$ cat config.mk
export PLATFORM = sky130hd
export DESIGN_NAME = updown_cnt_ctrl_flat
export DESIGN_NICKNAME = d
export VERILOG_FILES = /design/src/rtl/updown_cnt_ctrl_if.sv /design/src/rtl/updown_cnt_ctrl.sv /design/src/flat_wrapper.sv
export SDC_FILE = /design/constraint.sdc
export NUM_CORES = 1
export LEC_CHECK = 0
export BUFFER_PORTS_ARGS = -buffer_cell sky130_fd_sc_hd__buf_2
export CAP_MARGIN = 20
export CORE_MARGIN = 2
export CORE_UTILIZATION = 45
export CTS_CLUSTER_SIZE = 30
export DETAILED_ROUTE_END_ITERATION = 16
export PLACE_DENSITY = 0.68
export SLEW_MARGIN = 30
export SYNTH_ARGS = -nofsm -noshare
export SYNTH_HDL_FRONTEND = slang
export SYNTH_SLANG_ARGS = --single-unit
export TNS_END_PERCENT = 30
$ cat constraint.sdc
create_clock -name clk -period 2.1 [get_ports clk]
set_input_delay 0.42 -clock clk [delete_from_list [all_inputs] [get_ports clk]]
set_output_delay 0.42 -clock clk [all_outputs]
set_load 0.02 [all_outputs]
$ cat src/rtl/updown_cnt_ctrl_if.sv
// updown_cnt_ctrl_if: command handshake bundle for the up/down counter controller.
//   cmd_valid : command offered (master -> slave)
//   cmd_ready : command accepted when high together with cmd_valid at a rising edge (slave -> master)
//   cmd_op    : 00 up, 01 down, 10 load, 11 no-op (master -> slave)
//   cmd_arg   : step count for up/down (0 means 2^W), load value for load (master -> slave)
interface updown_cnt_ctrl_if #(parameter int W = 3) ();
   logic         cmd_valid;
   logic         cmd_ready;
   logic [1:0]   cmd_op;
   logic [W-1:0] cmd_arg;
   modport master (output cmd_valid, cmd_op, cmd_arg, input cmd_ready);
   modport slave (input cmd_valid, cmd_op, cmd_arg, output cmd_ready);
endinterface

$ cat src/rtl/updown_cnt_ctrl.sv
// updown_cnt_ctrl: command-driven up/down counter with direction turn, load, pause and abort.
//   clk     : sole clock, rising edge
//   rst_n   : asynchronous active-low reset
//   cmd     : command handshake (slave side of updown_cnt_ctrl_if)
//   pause   : freezes stepping while high (RUN only)
//   abort   : ends the current up/down command (TURN/RUN only), wins over pause
//   count   : registered counter value
//   dir     : registered direction, 0 up / 1 down
//   tick    : high in a cycle whose closing edge steps count
//   wrap    : one-cycle pulse after a wrap-around step
//   busy    : high whenever not idle
//   done    : one-cycle completion pulse
//   aborted : high with done when the command was ended by abort
module updown_cnt_ctrl #(parameter int W = 3) (
   input  logic                clk,
   input  logic                rst_n,
   updown_cnt_ctrl_if.slave    cmd,
   input  logic                pause,
   input  logic                abort,
   output logic [W-1:0]        count,
   output logic                dir,
   output logic                tick,
   output logic                wrap,
   output logic                busy,
   output logic                done,
   output logic                aborted
);
   typedef enum logic [2:0] {IDLE, TURN, RUN, LOAD, DONE} state_t;
   state_t     state, state_n;
   // one extra bit so a step count of 2^W fits; also holds the load value
   logic [W:0] rem;
   logic       op_dir;
   logic       ab_flag;
   logic       accept;
   assign cmd.cmd_ready = state == IDLE;
   assign accept        = cmd.cmd_valid && cmd.cmd_ready;
   assign busy          = state != IDLE;
   assign tick          = state == RUN && !pause && !abort;
   assign done          = state == DONE;
   assign aborted       = done && ab_flag;
   always_ff @(posedge clk or negedge rst_n)
      if (!rst_n) state <= IDLE;
      else        state <= state_n;
   always_comb begin
      state_n = state;
      case (state)
         IDLE: if (accept) state_n = (cmd.cmd_op == 2'b10) ? LOAD :
                                     (cmd.cmd_op == 2'b11) ? DONE :
                                     (cmd.cmd_op[0] != dir) ? TURN : RUN;
         TURN: state_n = abort ? DONE : RUN;
         RUN:  state_n = (abort || (!pause && rem == (W+1)'(1))) ? DONE : RUN;
         LOAD: state_n = DONE;
         DONE: state_n = IDLE;
         default: state_n = IDLE;
      endcase
   end
   always_ff @(posedge clk or negedge rst_n)
      if (!rst_n) begin
         count   <= '0;
         dir     <= 1'b0;
         rem     <= '0;
         op_dir  <= 1'b0;
         ab_flag <= 1'b0;
         wrap    <= 1'b0;
      end else begin
         wrap <= tick && (dir ? count == '0 : count == '1);
         if (accept) begin
            // a zero step count encodes 2^W: the top bit is set exactly then
            rem     <= cmd.cmd_op[1] ? {1'b0, cmd.cmd_arg} : {cmd.cmd_arg == '0, cmd.cmd_arg};
            op_dir  <= cmd.cmd_op[0];
            ab_flag <= 1'b0;
         end
         if (state == TURN && !abort) dir <= op_dir;
         if ((state == TURN || state == RUN) && abort) ab_flag <= 1'b1;
         if (tick) begin
            count <= dir ? count - W'(1) : count + W'(1);
            rem   <= rem - (W+1)'(1);
         end
         if (state == LOAD) count <= rem[W-1:0];
      end
endmodule

$ cat src/flat_wrapper.sv
// flat-port wrapper written by rule: the top's interface ports become plain ports
module updown_cnt_ctrl_flat 
#(parameter int W = 3)
  (clk, rst_n, pause, abort, count, dir, tick, wrap, busy, done, aborted, cmd_cmd_valid, cmd_cmd_op, cmd_cmd_arg, cmd_cmd_ready);
  updown_cnt_ctrl_if #(.W(W)) cmd_i ();
  input  logic clk;
  input  logic rst_n;
  input  logic pause;
  input  logic abort;
  output logic [W-1:0] count;
  output logic dir;
  output logic tick;
  output logic wrap;
  output logic busy;
  output logic done;
  output logic aborted;
  input wire logic [$bits(cmd_i.cmd_valid)-1:0] cmd_cmd_valid;
  input wire logic [$bits(cmd_i.cmd_op)-1:0] cmd_cmd_op;
  input wire logic [$bits(cmd_i.cmd_arg)-1:0] cmd_cmd_arg;
  output wire logic [$bits(cmd_i.cmd_ready)-1:0] cmd_cmd_ready;
  assign cmd_i.cmd_valid = cmd_cmd_valid;
  assign cmd_i.cmd_op = cmd_cmd_op;
  assign cmd_i.cmd_arg = cmd_cmd_arg;
  assign cmd_cmd_ready = cmd_i.cmd_ready;
  updown_cnt_ctrl #(.W(W)) u_core (.clk(clk), .rst_n(rst_n), .cmd(cmd_i), .pause(pause), .abort(abort), .count(count), .dir(dir), .tick(tick), .wrap(wrap), .busy(busy), .done(done), .aborted(aborted));
endmodule
==> impl_metrics.csv, run 1 <==
group,metric,value,unit
timing,fin_hold_viols,0,
routing,post_drt_via_cell_ratio,5.52,
clocking,cts.repair.resized,0,
routing,remaining_drc_errors,0,
global_route,maximum_number_of_pins_on_one_net_before_global_route_repair,15,
synthesis,ys_warn_count,0,
floorplan,floorplan.core_area,1780,sq um
finish,syn2layout_area_growth,15.1,%
synthesis,synth_edf_count,0,
timing,worst_slack,0.153,ns
critical_path,required_time_of_the_critical_path,1.68,ns
global_route,grt.overflow.total,0,
timing,worst_slew_pin_slew,0.475,ns
clocking,clk-insertion-delay-late,0.28,ns
synthesis,postSynthRegisterBits,14,
timing,finalHoldWorstSlack,0.0152,ns
floorplan,ioPinCount,20,
clocking,h-tree-depth,1,
floorplan,placement_rows,15,
place,dp_hpwl,1490,um
routing,vias,762,
timing,clock-skew-final,0.00857,ns
finish,finalNetCount,127,
synthesis,mappedNetlistArea,877,sq um
power_and_ir_drop,seq_power_share,39.2,%
synthesis,ys_async_sr_fraction,100,%
critical_path,cp_max_fo,9,
timing,timing.setup.tns,0,ns
global_route,grtUsageTotal,18.7,%
clocking,clk_pin_slew,0.09,ns
critical_path,worstSetupPathType,"flop to output port",
finish,finish.utilization,56.6,%
floorplan,floorplan.die_area,2320,sq um
floorplan,floorplan.die.width,48.2,um
power_and_ir_drop,switching_share,45.3,%
critical_path,worstRegToRegCells,6,
global_route,first_global_vias,658,
place,detailedPlace.worstSlack,0.415,ns
clocking,cts_sinks,14,
power_and_ir_drop,powerDensity,1400,nW/um^2
routing,drtPass1Iterations,6,
timing,period_needed,1.95,ns
power_and_ir_drop,leakage,0.487,nW
critical_path,slowest_delay,0.51,ns
power_and_ir_drop,power.combinational.fraction,47.1,%
clocking,clock-root-buffer,"sky130_fd_sc_hd__clkbuf_4",
routing,total_length_of_routed_wires,1840,um
synthesis,ys_dominant_reg_cell,"sky130_fd_sc_hd__dfrtp_1",
power_and_ir_drop,power_frac_clock,13.8,%
run,drv_cap,0,
clocking,cts_tree,"done",
clocking,cts_buffers,3,
timing,slew_viol_final,0,
clocking,clock_path_buffers,2,
finish,layout-drive-gt1-share,25.7,%
routing,drt_iter0_markers,27,
place,globalplace.congestion,0.813,
power_and_ir_drop,vdd.ir_drop.worst,0.645,mV
critical_path,crit_path_end,"tick",
timing,maximum_clock_frequency,514,MHz
critical_path,cp_data_arrival_time,1.53,ns
clocking,post-cts-setup-buffers,0,
routing,detail_route.wl_per_cell,13.3,um
synthesis,avgSynthCellArea,9.43,sq um
routing,detail-route-antenna-nets,0,
floorplan,initial_utilization,49.2,%
place,place.detailed.instances,134,
place,post_dp_cell_area,973,sq um
timing,post-route-period-util,92.7,%
power_and_ir_drop,cell_internal_pwr,774,uW
timing,headroom_to_the_max_slew_limit,68.2,%
clocking,cts_hold_buf,0,
critical_path,regToRegEndpoint,"u_core.count[2]",
synthesis,synth.lib_cells_used.distinct,36,
power_and_ir_drop,switchingPower,641,uW
critical_path,crit_end_category,"output port",
hold_path,worstHoldPathType,"input port to asynchronous set/reset pin",
critical_path,register_to_register_setup_slack,0.41,ns
critical_path,crit_path_top_delay_cell,"sky130_fd_sc_hd__dfrtp_1",
synthesis,synth_cells,93,
global_route,grt_first_pass_wirelength,2990,um
finish,final_cell_mix,"sky130_fd_sc_hd__buf_2, sky130_fd_sc_hd__dfrtp_1, sky130_fd_sc_hd__inv_1",
finish,num-fill-cells,181,
finish,instances_no_fill,138,
synthesis,synth_seq_area_share,39.9,%
finish,most_common_library_cell_in_the_layout_ignoring_fill_and_taps,"sky130_fd_sc_hd__buf_2",
timing,final-setup-viol-count,0,
place,numPortBuffers,19,
outcome,run_status,"finished clean",
synthesis,postSynthNetCount,106,
critical_path,crit-reg2reg-launch,"u_core.count[0]",
critical_path,type_of_element_launching_the_critical_path,"flop",
finish,n_antenna_cell,0,
timing,grt_setup_unrepaired,"false",
finish,finalInstanceArea,1010,sq um
global_route,antenna_found_initial,0,
power_and_ir_drop,report.power.total,1.41,mW
critical_path,cp_cell_sequence,"nor3b_4 > nand2_4 > clkinv_4 > buf_2",
floorplan,die_y,48.2,um
critical_path,timing.critical_path.from,"u_core.state[1]",
[power by group through the flow]
stage | clock, mW | sequential (mW) | combinational (mW)
after global placement | 0 | 0.552 | 0.663
after CTS | 0.203 | 0.555 | 0.676
final | 0.195 | 0.554 | 0.666
after detailed placement | 0 | 0.560 | 0.673
after floorplan | 0 | 0.525 | 0.532
after global routing | 0.216 | 0.578 | 0.755
[cell usage after synthesis, types with 2 or more instances]
cell type                  number  area [sq um]
sky130_fd_sc_hd__a31oi_1        2          12.5
sky130_fd_sc_hd__nor4b_1        2          17.5
sky130_fd_sc_hd__dfrtp_1       14           350
sky130_fd_sc_hd__o21ai_0        3          15.0
sky130_fd_sc_hd__a211oi_1       3          22.5
sky130_fd_sc_hd__nor2_1         9          33.8
sky130_fd_sc_hd__a221o_1        2          20.0
sky130_fd_sc_hd__xnor2_1        2          17.5
sky130_fd_sc_hd__o21ai_1        2          10.0
sky130_fd_sc_hd__nand2_1        7          26.3
sky130_fd_sc_hd__buf_6          2          22.5
sky130_fd_sc_hd__xor2_1         2          17.5
sky130_fd_sc_hd__nor3_1         7          35.0
sky130_fd_sc_hd__inv_1         10          37.5
sky130_fd_sc_hd__a21oi_1        4          20.0
sky130_fd_sc_hd__ha_1           2          25.0
[flip-flops by register name, indices dropped and copies added (netlist names)]
| signal | flops |
|---|---|
| u_core.op_dir | 1 |
| u_core.ab_flag | 1 |
| u_core.dir | 1 |
| u_core.count | 3 |
| u_core.rem | 4 |
| u_core.state | 3 |
| u_core.wrap | 1 |
[cells by family (layout without fill, tap and decap cells)]
group / after synthesis / count (layout) / synth area share (%)
AND/OR/NAND/NOR: 35 / 35 / 24.1
AO/OA/AOI/OAI: 21 / 21 / 15.7
flip-flops: 14 / 14 / 39.9
buffers and inverters: 14 / 34 / 8.70
XOR/XNOR: 4 / 4 / 4.00
adder cells (fa/ha/maj): 3 / 3 / 5.14
multiplexers: 2 / 2 / 2.43
[how the worst min path moves through the flow]
stage	end	slack, ns	cells after the start
global route	u_core.count[0]	0.03	1
floorplan	u_core.ab_flag	0.12	0
finish	u_core.state[2]	0.02	1
global placement	u_core.count[1]	0.33	1
detailed placement	u_core.count[0]	0.33	1
CTS	u_core.state[2]	0.02	1
[metal layers]
| layer | vias up | track usage [%] | routed length [um] |
|---|---|---|---|
| met2 | 27 | 28.2 | 864 |
| met4 | 0 | 6.49 | 23 |
| met3 | 4 | 4.07 | 94 |
| met5 | - | 0 | 0 |
| li1 | 370 | - | - |
| met1 | 361 | 26.6 | 857 |
[critical path: cells and delay by family (launching register included)]
kind                   cells  cell delay, ns
buffers and inverters      2            0.26
DFF                        1            0.51
and+or+nand+nor            2            0.48
[cell type report]
cell class	instances	area (sq um)	area share, %
Clock buffer	4	36.3	3.59
Timing Repair Buffer	19	95.1	9.42
Inverter	11	46.3	4.58
Tap cell	25	31.3	3.10
Multi-Input combinational cell	65	450	44.6
Sequential cell	14	350	34.7
Power figures use the tool's default switching activity.
==> inputs of run 2 (changes only) <==
--- a/config.mk
+++ b/config.mk
@@ -8,10 +8,10 @@
 export BUFFER_PORTS_ARGS = -buffer_cell sky130_fd_sc_hd__buf_2
 export CAP_MARGIN = 20
 export CORE_MARGIN = 2
-export CORE_UTILIZATION = 45
+export CORE_UTILIZATION = 50
 export CTS_CLUSTER_SIZE = 30
 export DETAILED_ROUTE_END_ITERATION = 16
-export PLACE_DENSITY = 0.68
+export PLACE_DENSITY = 0.75
 export SLEW_MARGIN = 30
 export SYNTH_ARGS = -nofsm -noshare
 export SYNTH_HDL_FRONTEND = slang
==> run 2 against run 1 <==
Net effect:
- clock skew fell by 0.0016 ns
- via count fell by 3.8%
- first-iteration DRC count fell by 22%
- count of clock-buffer cells in the layout fell by 1
- largest power group unchanged
==> impl_metrics.csv, run 2 (same netlist as run 1, synthesis figures left out) <==
group,metric,value,unit
outcome,run_status,"finished clean",
finish,largest_register_ff_count,4,
clocking,h-tree-depth,1,
finish,layout-drive-gt1-share,25.0,%
power_and_ir_drop,leakage,0.480,nW
power_and_ir_drop,vdd.ir_drop.worst,0.716,mV
timing,grt_setup_unrepaired,"false",
clocking,clock-root-buffer,"sky130_fd_sc_hd__clkbuf_4",
clocking,clk-insertion-delay-late,0.29,ns
timing,headroom_to_the_max_slew_limit,65.4,%
critical_path,cp_data_arrival_time,1.53,ns
critical_path,cp_max_fo,9,
routing,post_drt_via_cell_ratio,5.68,
run,drv_cap,0,
routing,remaining_drc_errors,0,
timing,worst_slew_pin_slew,0.511,ns
floorplan,floorplan.die_area,2100,sq um
routing,detail_route.wl_per_cell,14.3,um
clocking,post-cts-setup-buffers,0,
critical_path,crit_end_category,"output port",
floorplan,die_y,45.9,um
finish,largestRegisters,"u_core.rem: 4 flops, u_core.count: 3 flops, u_core.state: 3 flops",
floorplan,floorplan.die.width,45.9,um
finish,n_antenna_cell,0,
critical_path,required_time_of_the_critical_path,1.68,ns
finish,instances_no_fill,129,
critical_path,worstRegToRegCells,6,
clocking,cts_hold_buf,0,
finish,syn2layout_area_growth,12.4,%
floorplan,ioPinCount,20,
hold_path,worstHoldPathType,"input port to asynchronous set/reset pin",
clocking,cts_sinks,14,
timing,fin_hold_viols,0,
clocking,cts.repair.resized,0,
timing,slew_viol_final,0,
global_route,antenna_found_initial,0,
routing,drtPass1Iterations,4,
power_and_ir_drop,powerDensity,1400,nW/um^2
floorplan,placement_rows,15,
finish,most_common_library_cell_in_the_layout_ignoring_fill_and_taps,"sky130_fd_sc_hd__buf_2",
global_route,grtUsageTotal,20.8,%
routing,drt_iter0_markers,21,
global_route,maximum_number_of_pins_on_one_net_before_global_route_repair,15,
routing,detail-route-antenna-nets,0,
global_route,first_global_vias,648,
timing,timing.setup.tns,0,ns
clocking,clock_path_buffers,2,
clocking,cts_tree,"done",
floorplan,initial_utilization,51.9,%
place,globalplace.congestion,0.798,
timing,maximum_clock_frequency,513,MHz
finish,final_cell_mix,"sky130_fd_sc_hd__buf_2, sky130_fd_sc_hd__dfrtp_1, sky130_fd_sc_hd__inv_1",
clocking,cts_buffers,3,
routing,total_length_of_routed_wires,1850,um
routing,vias,733,
global_route,grt_first_pass_wirelength,3030,um
critical_path,worstSetupPathType,"flop to output port",
critical_path,type_of_element_launching_the_critical_path,"flop",
place,place.detailed.instances,126,
finish,registers.top_by_ff_count,"u_core.rem",
timing,post-route-period-util,92.9,%
clocking,clk_pin_slew,0.08,ns
place,numPortBuffers,19,
timing,period_needed,1.95,ns
floorplan,floorplan.core_area,1690,sq um
place,dp_hpwl,1400,um
timing,final-setup-viol-count,0,
timing,clock-skew-final,0.00701,ns
finish,finalNetCount,127,
global_route,grt.overflow.total,0,
## run 2: through the flow
stage	area, sq um	setup WS [ns]	hold WS, ns	total power [mW]	utilization [%]
after detailed placement	963	0.454	0.338	1.23	57.0
after floorplan	877	0.390	0.124	1.06	-
final	986	0.149	0.0159	1.38	58.4
after global placement	963	0.482	0.333	1.21	57.0
after CTS	986	0.131	0.0217	1.39	58.4
after global routing	986	0.0246	0.0353	1.50	58.4
## run 2: layout make-up
type / instances / area [sq um]
fillers: 163 / 703
repair buffers: 19 / 95.1
inverters: 11 / 46.3
multi-input cells: 65 / 450
clock buffers: 3 / 22.5
flip-flops and latches: 14 / 350
well taps: 17 / 21.3
## run 2: final timing paths
check                                      from         endpoint  slack [ns]
worst min register to register    u_core.op_dir       u_core.dir        0.52
min in group clk                 cmd_cmd_arg[0]    u_core.rem[0]        0.39
worst max register to register  u_core.count[0]  u_core.count[2]        0.44
max in group asynchronous                 rst_n  u_core.state[1]        1.83
worst max-delay path            u_core.state[1]             tick        0.15
worst min-delay path                      rst_n    u_core.rem[3]        0.02
## run 2: report_power, final
part	leakage [nW]	switching, mW	internal, mW	total, mW
Combinational	0.292	0.383	0.282	0.666
Sequential	0.175	0.173	0.386	0.559
Clock	0.0138	0.0868	0.0667	0.154
Total	0.480	0.643	0.735	1.38
## run 2: per-layer routing
layer  vias up  wire [um]  GRT usage (%)  share of wire, %
met5         -          0              0                 0
met4         0         34           8.57               1.8
met3         5         78           5.95               4.2
met2        16        856           30.0                46
met1       340        876           29.0                47
li1        372          -              -                 -
## run 2: critical path, cell delays in order (launching register included)
cell and delay (ns):
sky130_fd_sc_hd__dfrtp_1 0.50, sky130_fd_sc_hd__nor3b_4 0.33, sky130_fd_sc_hd__nand2_4 0.15, sky130_fd_sc_hd__clkinv_4 0.10
sky130_fd_sc_hd__buf_2 0.16
